**config.mk**
```make
export PLATFORM = sky130hd
export DESIGN_NAME = bus_arbiter
export DESIGN_NICKNAME = d
export VERILOG_FILES = /design/src/rtl/bus_arbiter.sv
export SDC_FILE = /design/constraint.sdc
export NUM_CORES = 1
export LEC_CHECK = 0
export ABC_AREA = 1
export BUFFER_PORTS_ARGS = -buffer_cell sky130_fd_sc_hd__buf_2
export CORE_UTILIZATION = 35
export CTS_CLUSTER_SIZE = 10
export DETAILED_ROUTE_END_ITERATION = 6
export GPL_TIMING_DRIVEN = 0
export PLACE_DENSITY = 0.6
export SYNTH_ARGS = -nofsm -noshare
export SYNTH_HDL_FRONTEND = slang
export SYNTH_SLANG_ARGS = --single-unit
```
**constraint.sdc**
```tcl
create_clock -name clk -period 2.4 [get_ports clk]
set_input_delay 0.24 -clock clk [delete_from_list [all_inputs] [get_ports clk]]
set_output_delay 0.24 -clock clk [all_outputs]
set_load 0.02 [all_outputs]
```
**src/rtl/bus_arbiter.sv**
```systemverilog
// Round-robin arbiter for the shared system bus: active-low request/grant per master,
// back-to-back handover with no preemption, and a one-shot flag when a tenure runs too long.
module bus_arbiter #(
  parameter int NUM_MASTERS = 4,
  parameter int OWNER_W     = 2,
  parameter int HOLD_LIMIT  = 256,
  parameter int CNT_W       = 9
) (
  input  logic                   clk,
  input  logic                   reset,
  input  logic [NUM_MASTERS-1:0] req_,
  output logic [NUM_MASTERS-1:0] grnt_,
  output logic [OWNER_W-1:0]     owner,
  output logic                   bus_busy,
  output logic                   hold_err
);

  typedef enum logic {IDLE, GRANTED} state_t;

  localparam logic [CNT_W-1:0] LIM    = CNT_W'(HOLD_LIMIT);
  localparam logic [CNT_W-1:0] LIM_M1 = CNT_W'(HOLD_LIMIT - 1);

  state_t                   state;
  logic [CNT_W-1:0]         hold_cnt;
  logic [NUM_MASTERS-1:0]   req, cand;
  logic                     owner_req, win_vld;
  logic [OWNER_W-1:0]       win;

  assign req       = ~req_;
  assign owner_req = req[owner];

  // The releasing owner is masked out, so it only competes again from the next
  // edge, and then as the last candidate in the scan.
  always_comb begin
    cand    = req;
    win     = '0;
    win_vld = 1'b0;
    if (state == GRANTED) cand[owner] = 1'b0;
    for (int i = 1; i <= NUM_MASTERS; i++) begin
      int idx;
      idx = (int'(owner) + i) % NUM_MASTERS;
      if (!win_vld && cand[idx[OWNER_W-1:0]]) begin
        win_vld = 1'b1;
        win     = OWNER_W'(idx);
      end
    end
  end

  always_ff @(posedge clk) begin
    if (reset) begin
      state    <= IDLE;
      grnt_    <= '1;
      owner    <= '0;
      bus_busy <= 1'b0;
      hold_err <= 1'b0;
      hold_cnt <= '0;
    end else begin
      hold_err <= 1'b0;
      case (state)
        IDLE: begin
          if (win_vld) begin
            state    <= GRANTED;
            owner    <= win;
            grnt_    <= ~(NUM_MASTERS'(1) << win);
            bus_busy <= 1'b1;
            hold_cnt <= '0;
          end
        end
        GRANTED: begin
          if (owner_req) begin
            // Saturating at the limit makes the pulse one-shot per tenure.
            if (HOLD_LIMIT != 0 && hold_cnt != LIM) begin
              hold_cnt <= hold_cnt + CNT_W'(1);
              if (hold_cnt == LIM_M1) hold_err <= 1'b1;
            end
          end else if (win_vld) begin
            owner    <= win;
            grnt_    <= ~(NUM_MASTERS'(1) << win);
            hold_cnt <= '0;
          end else begin
            state    <= IDLE;
            grnt_    <= '1;
            bus_busy <= 1'b0;
            hold_cnt <= '0;
          end
        end
        default: state <= IDLE;
      endcase
    end
  end

endmodule

```
# Word-level counts from Yosys, hierarchy flattened
# Cells that the tools add are included.
dict set report totals {
  ff_bits 18
}
dict set report op_classes {
  eq_ne 6
  add_sub_neg 5
  n_reduce_logical 11
  n_bitwise 7
  mux 40
  magnitude_cmp 6
  shift 1
}
# op n
set ops {}
lappend ops {{2-to-1 mux 9 bit} 3}
lappend ops {{case mux 9 bit (2 select lines)} 1}
lappend ops {{2-to-1 mux 1 bit} 16}
lappend ops {{2-to-1 mux 4 bit} 4}
lappend ops {{less-than comparator 2 x 3 -> 1 bit (second input constant)} 5}
lappend ops {{2-to-1 mux 2 bit} 6}
lappend ops {{NOT 4 bit} 3}
lappend ops {{binary-select mux 1 bit (select 2 bit)} 5}
lappend ops {{adder 9 x 1 -> 9 bit (second input constant)} 1}
lappend ops {{equality test 9 x 8 -> 1 bit (second input constant)} 1}
lappend ops {{!= test 9 bit (second input constant)} 1}
lappend ops {{case mux 4 bit (2 select lines)} 1}
lappend ops {{!= test 2 bit (second input constant)} 3}
lappend ops {{adder 2 x 1 -> 2 bit (second input constant)} 2}
lappend ops {{adder 2 bit (second input constant)} 2}
lappend ops {{bitwise AND 4 bit} 1}
lappend ops {{logical AND 1 bit} 4}
lappend ops {{case mux 1 bit (2 select lines)} 2}
lappend ops {{case mux 2 bit (2 select lines)} 1}
lappend ops {{AND reduction 2 bit} 2}
lappend ops {{OR reduction 4 bit} 1}
lappend ops {{<< shifter 1 x 2 -> 4 bit (first input constant)} 1}
lappend ops {{zero test 1 bit} 3}
lappend ops {{!= test 3 x 2 -> 1 bit (second input constant)} 1}
lappend ops {{4 further kinds} 6}

# Logic depth before layout (Yosys ltp)
# Gate-level depths: netlist of the first run.
dict set report depth {
  ltp_word 24
  ltp_mapped 18
  ltp_nobuf 18
}

# Worst setup path after synthesis of the first run
# No wires, ideal clock.
dict set report synth_timing {
  path_kind {reg2reg}
  startpoint {register owner[0]}
  endpoint {register grnt_[0]}
  setup_ps 113
  arrival_time_ps 2167
  path_slack_ps 121
  n_path_buf 0
  stages_incl_launch_ff 18
  cell_sequence {dfxtp_1 inv_2 ha_1 nand2_1 nand3_1 nand2_1 nand2_1 nand2_4 nor2_4 nand2_4 inv_1 ha_1 inv_1 nand2_4 nor2_1 nand3_1 nor2_1 nor2_1}
}
dict set report synth_via {
  elab_chain_cells 24
  elab_cells_between_ends 45
}
# item line_no
set synth_lines {}
lappend synth_lines {{start: declaration} 13} ;# output logic [OWNER_W-1:0] owner,
lappend synth_lines {{start signal: assignment} 63} ;# owner <= win;
lappend synth_lines {{start signal: assignment} 77} ;# owner <= win;
lappend synth_lines {{less-than comparator 2 x 3 -> 1 bit (implied by the code) / >= comparator 2 x 1 -> 1 bit (equally long branches)} 38} ;# if (state == GRANTED) cand[owner] = 1'b0;
lappend synth_lines {{logical AND 1 bit (implied by the code)} 38}
lappend synth_lines {{2-to-1 mux 1 bit (implied by the code)} 38}
lappend synth_lines {{demux 1 bit (select 2 bit)} 38}
lappend synth_lines {{NOT 4 bit (no line)} -}
lappend synth_lines {{bitwise AND 4 bit (no line)} -}
lappend synth_lines {{2-to-1 mux 4 bit} 38}
lappend synth_lines {{binary-select mux 1 bit (select 2 bit)} 42} ;# if (!win_vld && cand[idx[OWNER_W-1:0]]) begin
lappend synth_lines {{[8 not listed]} -}
lappend synth_lines {{zero test 1 bit} 42}
lappend synth_lines {{logical AND 1 bit} 42}
lappend synth_lines {{2-to-1 mux 2 bit} 42}
lappend synth_lines {{<< shifter 1 x 2 -> 4 bit} {64, 78}}
lappend synth_lines {{NOT 4 bit} {64, 78}}
lappend synth_lines {{2-to-1 mux 4 bit} 76} ;# end else if (win_vld) begin
lappend synth_lines {{2-to-1 mux 4 bit} 70} ;# if (owner_req) begin
lappend synth_lines {{case mux 4 bit (2 select lines)} 59} ;# case (state)
lappend synth_lines {{end signal: assignment} 64} ;# grnt_ <= ~(NUM_MASTERS'(1) << win);
lappend synth_lines {{end signal: assignment} 78} ;# grnt_ <= ~(NUM_MASTERS'(1) << win);
lappend synth_lines {{end: declaration} 12} ;# output logic [NUM_MASTERS-1:0] grnt_,
# Several ways; a longest one is shown, not always the timed one. The select of a mux whose other input is x is not followed.
# A chain may end at the register's enable or synchronous reset.

# Worst setup path after layout of the first run
dict set report layout_timing {
  startpoint {register owner[1]}
  endpoint {register grnt_[2]}
}
# Same word-level chain as after synthesis.

==> run summary, run 1 <==
FF+latch area: 365 sq um
hold wc startpoint: reset
row count: 21
Routed WL: 2500 um
CTS Root Cell: clkbuf_8
dpl hpwl: 1980 um
status: completed
commonest non-fill, non-tap cell in the layout: nand2_1
Slowest Stage Delay on Critical Path: 0.38 ns
hold slack: 0.175 ns
via count of the routed design: 1211
CP Data Required Time: 2.55 ns
I/O pins: 14
YS warnings: 0
Fin Setup TNS: 0 ns
unrepaired setup endpoints after global routing: no
vias in the first global route: 1028
Antenna Cells: 0
Placed Instances: 253
Sink Count: 18
largest family of logic cells by synthesized area: simple AND/OR/NAND/NOR gates
Synth Net Count: 209
final worst path period share: 0.885
Antenna Nets Post-Route: 0
count of cell types in the netlist: 27
Die Ht: 63.2 um
Die ar.: 4000 sq um
wire length of the first global-routing pass: 4420 um
H-tree depth: 1
initial core utilization: 0.378
Final Hold Vio Count: 0
share of the yosys chip area belonging to registers: 0.275
CP Launch Type: register
WL/cell: 9.69 um
Die Wd: 63.2 um
max cap viols: 0
reg2reg start: owner[1]$_SDFFE_PP0P_
1st-iter DRT viols: 54
skew final: 0.00301 ns
max_slew headroom: 0.814
highest clock rate: 0.471 GHz
Max IR drop VDD: 402 uV
layout cell share with drive strength beyond 1: 0.255
gr ovfl total: 0
crit path time final: 2.12 ns
Synth Area in Compound Gates: 0.109
Hold WC Path Type: primary input to register
Final Setup Violations: 0
# fillers: 379
Worst Path Max Fanout: 7
Worst-path clk slew: 0.07 ns
Critical Path AT: 2.27 ns
worst setup margin: 0.276 ns
fin cells: 258
Crit Path Class: register to register
P_leak: 0.000719 uW
post-synthesis xor/xnor area fraction: 0.00668
Least-Margin Pin Slew: 0.278 ns
gr usage total: 0.136
commonest cells after routing, fill and taps aside: nand2_1 (40), inv_1 (25), nand3_1 (18)
Setup Fix Bufs, Post-CTS: 0
P&R area growth vs syn: 15.2%
TritonCTS Buffers: 3
pre-CTS setup slack: 0.0000893 ns
hold_buf cts: 0
CP top delay family: simple AND/OR/NAND/NOR gates
largest net degree at the start of global routing: 11
drt pass-1 iters: 5
Post-Syn Area: 1310 sq um
PD cells: 1080 nW/um^2
worst skew pair latency: 0.25 ns
drc violations: 0
CP Capture Type: register
CP startpoint: owner[1]$_SDFFE_PP0P_
Post-Synth Adder-Cell Area: 0.0763
initial antenna violation count: 0
crit-path cells: inv_2 -> ha_1 -> nand2_1 -> nand3_1 -> nand2_1 -> nand2_1 -> nand2_4 -> nor2_4 -> nand2_4 -> inv_1 -> ha_1 -> inv_2 -> nand2_4 -> nor2_2 -> nand3_1 -> nor2_1 -> nor2_1
core area: 3470 sq um
clock buffer depth: 2
buffers and inverters on the worst path: 3
Avg Synthesized Cell Area: 6.72 sq um
critical path's slowest cell: dfxtp_2
post-synthesis mux area share: 0
Slew Limit Fails: 0
Vias/cell: 4.69
port buffer count: 12
FF+latch count, synth: 18
multi-input logic area: 812 sq um
simple-gate portion of the synthesized area: 0.413
CTS tree: built
Cells after Synth: 195
Final Wtd Congestion: 0.792
nets: 227
## through the flow
stage	utilization	instance area [sq um]	total power, uW
6_report	0.435	1510	1630
5_1_grt	0.435	1510	1790
4_1_cts	0.428	1490	1620
3_5_place_dp	0.412	1430	1360
3_3_place_gp	0.412	1430	1350
2_1_floorplan	-	1310	1170
## kinds of logic after synthesis
family          count (synthesis)
compound gates                 25
xor+xnor                        1
fa+ha+maj                       8
buf+inv                        37
flops                          18
simple gates                  106
## flip-flops by register name, summed over array words and instances, names as in the netlist
| register | flops |
|---|---|
| owner | 2 |
| hold_err | 1 |
| bus_busy | 1 |
| state | 1 |
| grnt_ | 4 |
| hold_cnt | 9 |
## power breakdown
part           leakage, uW  switching [uW]  internal, uW  total, uW
Combinational     0.000543             635           330        965
Clock            0.0000288             101           146        247
Sequential        0.000148            56.8           361        418
Total             0.000719             793           836       1630
## Yosys cell counts
cell / number / area share
inv_4: 1 / 0.0048
ha_1: 8 / 0.076
a21oi_1: 12 / 0.046
nor4_1: 1 / 0.0048
nand2_4: 5 / 0.043
nand2_1: 41 / 0.12
nand3_1: 18 / 0.069
buf_6: 2 / 0.017
nor3_1: 3 / 0.011
nand3_2: 4 / 0.031
dfxtp_1: 18 / 0.27
or3_1: 1 / 0.0048
nand4_1: 5 / 0.024
nand2_2: 6 / 0.029
or2_0: 2 / 0.0095
o21ai_2: 2 / 0.013
nor2_1: 17 / 0.049
o21a_1: 1 / 0.0057
nor2_4: 2 / 0.017
o21ai_1: 1 / 0.0038
inv_1: 26 / 0.074
o211ai_2: 1 / 0.0095
o21ai_0: 8 / 0.031
xor2_1: 1 / 0.0067
buf_2: 1 / 0.0038
inv_2: 7 / 0.020
nor2_2: 1 / 0.0048
## cell type report
class / instances / area share
timing repair buffer: 12 / 0.0398
buffer: 3 / 0.0182
sequential: 18 / 0.242
clock buffer: 4 / 0.0365
inverter: 34 / 0.0878
tap: 46 / 0.0381
multi-input combinational: 141 / 0.538
## timing repair
item	4_1_cts	5_1_grt
pin swaps	0	1
gates resized for setup	1	7
setup endpoints to repair	1	13
gates cloned	0	1
## layer usage
| layer | share of wire | track usage |
|---|---|---|
| met3 | 0.031 | 0.0326 |
| met1 | 0.54 | 0.196 |
| met4 | 0.0044 | 0.0170 |
| met2 | 0.42 | 0.207 |
| met5 | 0 | 0 |
## worst paths after layout
path                                   end  slack (ns)  depth (start not counted)
hold reg to reg      bus_busy$_SDFFE_PP0P_        0.46                          2
setup / recovery     grnt_[2]$_SDFFE_PP1P_        0.28                         17
setup reg to reg     grnt_[2]$_SDFFE_PP1P_        0.28                         17
hold / removal    hold_cnt[8]$_SDFFE_PP0P_        0.17                          2
Note: power is estimated with default switching activity, not from simulation.
==> run 2, diff against run 1 <==
BUFFER_PORTS_ARGS = default   (was -buffer_cell sky130_fd_sc_hd__buf_2)
CORE_UTILIZATION = 29   (was 35)
CTS_BUF_LIST = sky130_fd_sc_hd__clkbuf_4 sky130_fd_sc_hd__clkbuf_8 sky130_fd_sc_hd__clkbuf_16   (was default)
DONT_BUFFER_PORTS = 1   (was default)
PLACE_DENSITY = 0.51   (was 0.6)
==> run 2 against run 1 <==
Against the previous run:
- clock skew up 0.00076 ns
- hold slack gained 0.016 ns
- clock power down 15%
- power shrank 4.8%
- combinational power down 11%
- global-route usage shrank 1.6 points
- sequential share of layout area increased by 1.3 points
==> run summary, run 2 (synthesis gave the netlist of run 1 again) <==
clock buffer depth: 2
final instance area: 1440 sq um
gr usage total: 0.119
Antenna Nets Post-Route: 0
Slowest Stage Delay on Critical Path: 0.39 ns
commonest non-fill, non-tap cell in the layout: nand2_1
crit path time final: 2.19 ns
Max IR drop VDD: 420 uV
drt pass-1 iters: 4
PD cells: 1080 nW/um^2
CP top delay family: simple AND/OR/NAND/NOR gates
row count: 24
Slew Limit Fails: 0
wire length of the first global-routing pass: 4710 um
hold_buf cts: 0
Routed WL: 2570 um
hold slack: 0.191 ns
status: completed
P_leak: 0.000666 uW
Largest regs: hold_cnt (9), grnt_ (4), owner (2)
Worst Path Max Fanout: 9
initial antenna violation count: 0
highest clock rate: 0.456 GHz
Antenna Cells: 0
Vias/cell: 4.64
skew final: 0.00377 ns
Critical Path AT: 2.34 ns
CTS tree: built
dpl hpwl: 2060 um
Least-Margin Pin Slew: 0.279 ns
Placed Area: 1380 sq um
Final Wtd Congestion: 0.773
Sink Count: 18
crit-path cells: inv_2 -> ha_1 -> nand2_1 -> nand3_1 -> nand2_1 -> nand2_1 -> nand2_4 -> nor2_4 -> nand2_4 -> inv_1 -> ha_1 -> inv_2 -> o21ai_2 -> nand2_4 -> nand2_1 -> nand2_1 -> nand2_1 -> nor2_1
Final Setup Violations: 0
Die Ht: 69.2 um
total power: 1550 uW
H-tree depth: 1
max_slew headroom: 0.813
critical path's slowest cell: dfxtp_4
nets: 214
core area: 4350 sq um
Setup Fix Bufs, Post-CTS: 0
P&R area growth vs syn: 10.0%
port buffer count: 0
drc violations: 0
via count of the routed design: 1161
Worst-path clk slew: 0.07 ns
register name with the most flops: hold_cnt
gr ovfl total: 0
most used cell, CP: nand2_1
I/O pins: 14
worst skew pair latency: 0.25 ns
WL/cell: 10.3 um
worst setup margin: 0.208 ns
layout cell share with drive strength beyond 1: 0.207
vias in the first global route: 1097
buffers and inverters on the worst path: 3
Die ar.: 4790 sq um
Hold WC Path Type: primary input to register
Final Hold Vio Count: 0
TritonCTS Buffers: 3
FF+latch area: 368 sq um
max reg flops: 9
largest net degree at the start of global routing: 11
CP Data Required Time: 2.55 ns
final worst path period share: 0.914
initial core utilization: 0.301
multi-input logic area: 808 sq um
pre-CTS setup slack: -0.211 ns
CP Launch Type: register
Crit Path Class: register to register
1st-iter DRT viols: 57
commonest cells after routing, fill and taps aside: nand2_1 (41), inv_1 (25), nand3_1 (17)
Die Wd: 69.2 um
CTS Root Cell: clkbuf_8
unrepaired setup endpoints after global routing: no
CP Capture Type: register
max cap viols: 0
# fillers: 465
-- run 2: cell types whose count changed in the layout (fill, tap and decap cells not counted), sizes merged --
| cell | previous run | this run |
|---|---|---|
| buf | 15 | 3 |
| clkbuf | 4 | 3 |
| nand2 | 53 | 52 |
-- run 2: area by class of cell --
type | count | area share
multi-input cells | 140 | 0.560
flip-flops and latches | 18 | 0.255
inverters | 34 | 0.0919
well taps | 52 | 0.0451
clock buffers | 3 | 0.0286
plain buffers | 3 | 0.0191
-- run 2: repair_timing --
action / 4_1_cts / 5_1_grt
gates resized for setup: 3 / 8
setup endpoints to repair: 13 / 12
pin swaps: 0 / 1
-- run 2: worst paths after layout --
check / from / slack (ns) / cells past startpoint / endpoint
setup / recovery: owner[1]$_SDFFE_PP0P_ / 0.21 / 18 / hold_cnt[7]$_SDFFE_PP0P_
hold / removal: reset / 0.19 / 2 / hold_cnt[8]$_SDFFE_PP0P_
setup reg to reg: owner[1]$_SDFFE_PP0P_ / 0.21 / 18 / hold_cnt[7]$_SDFFE_PP0P_
hold reg to reg: hold_cnt[8]$_SDFFE_PP0P_ / 0.49 / 2 / hold_cnt[8]$_SDFFE_PP0P_
-- run 2: layer usage --
metal | up-vias | GRT usage | part of all wire
met3 | 0 | 0.0378 | 0.037
met4 | 0 | 0.0204 | 0
li1 | 632 | - | -
met2 | 14 | 0.203 | 0.47
met1 | 515 | 0.149 | 0.49
met5 | - | 0 | 0
-- run 2: through the flow --
| step | instances | TNS [ns] | util |
|---|---|---|---|
| detailed placement | 247 | -1.63 | 0.316 |
| floorplan | 195 | 0 | - |
| global placement | 247 | -1.81 | 0.316 |
| finish | 250 | 0 | 0.331 |
| CTS | 250 | 0 | 0.327 |
| global route | 250 | 0 | 0.331 |
-- run 2: power breakdown --
part / switching, uW / internal [uW] / total (uW) / leakage [uW]
Combinational: 564 / 300 / 863 / 0.000496
Clock: 97.7 / 111 / 209 / 0.0000216
Sequential: 115 / 364 / 479 / 0.000148
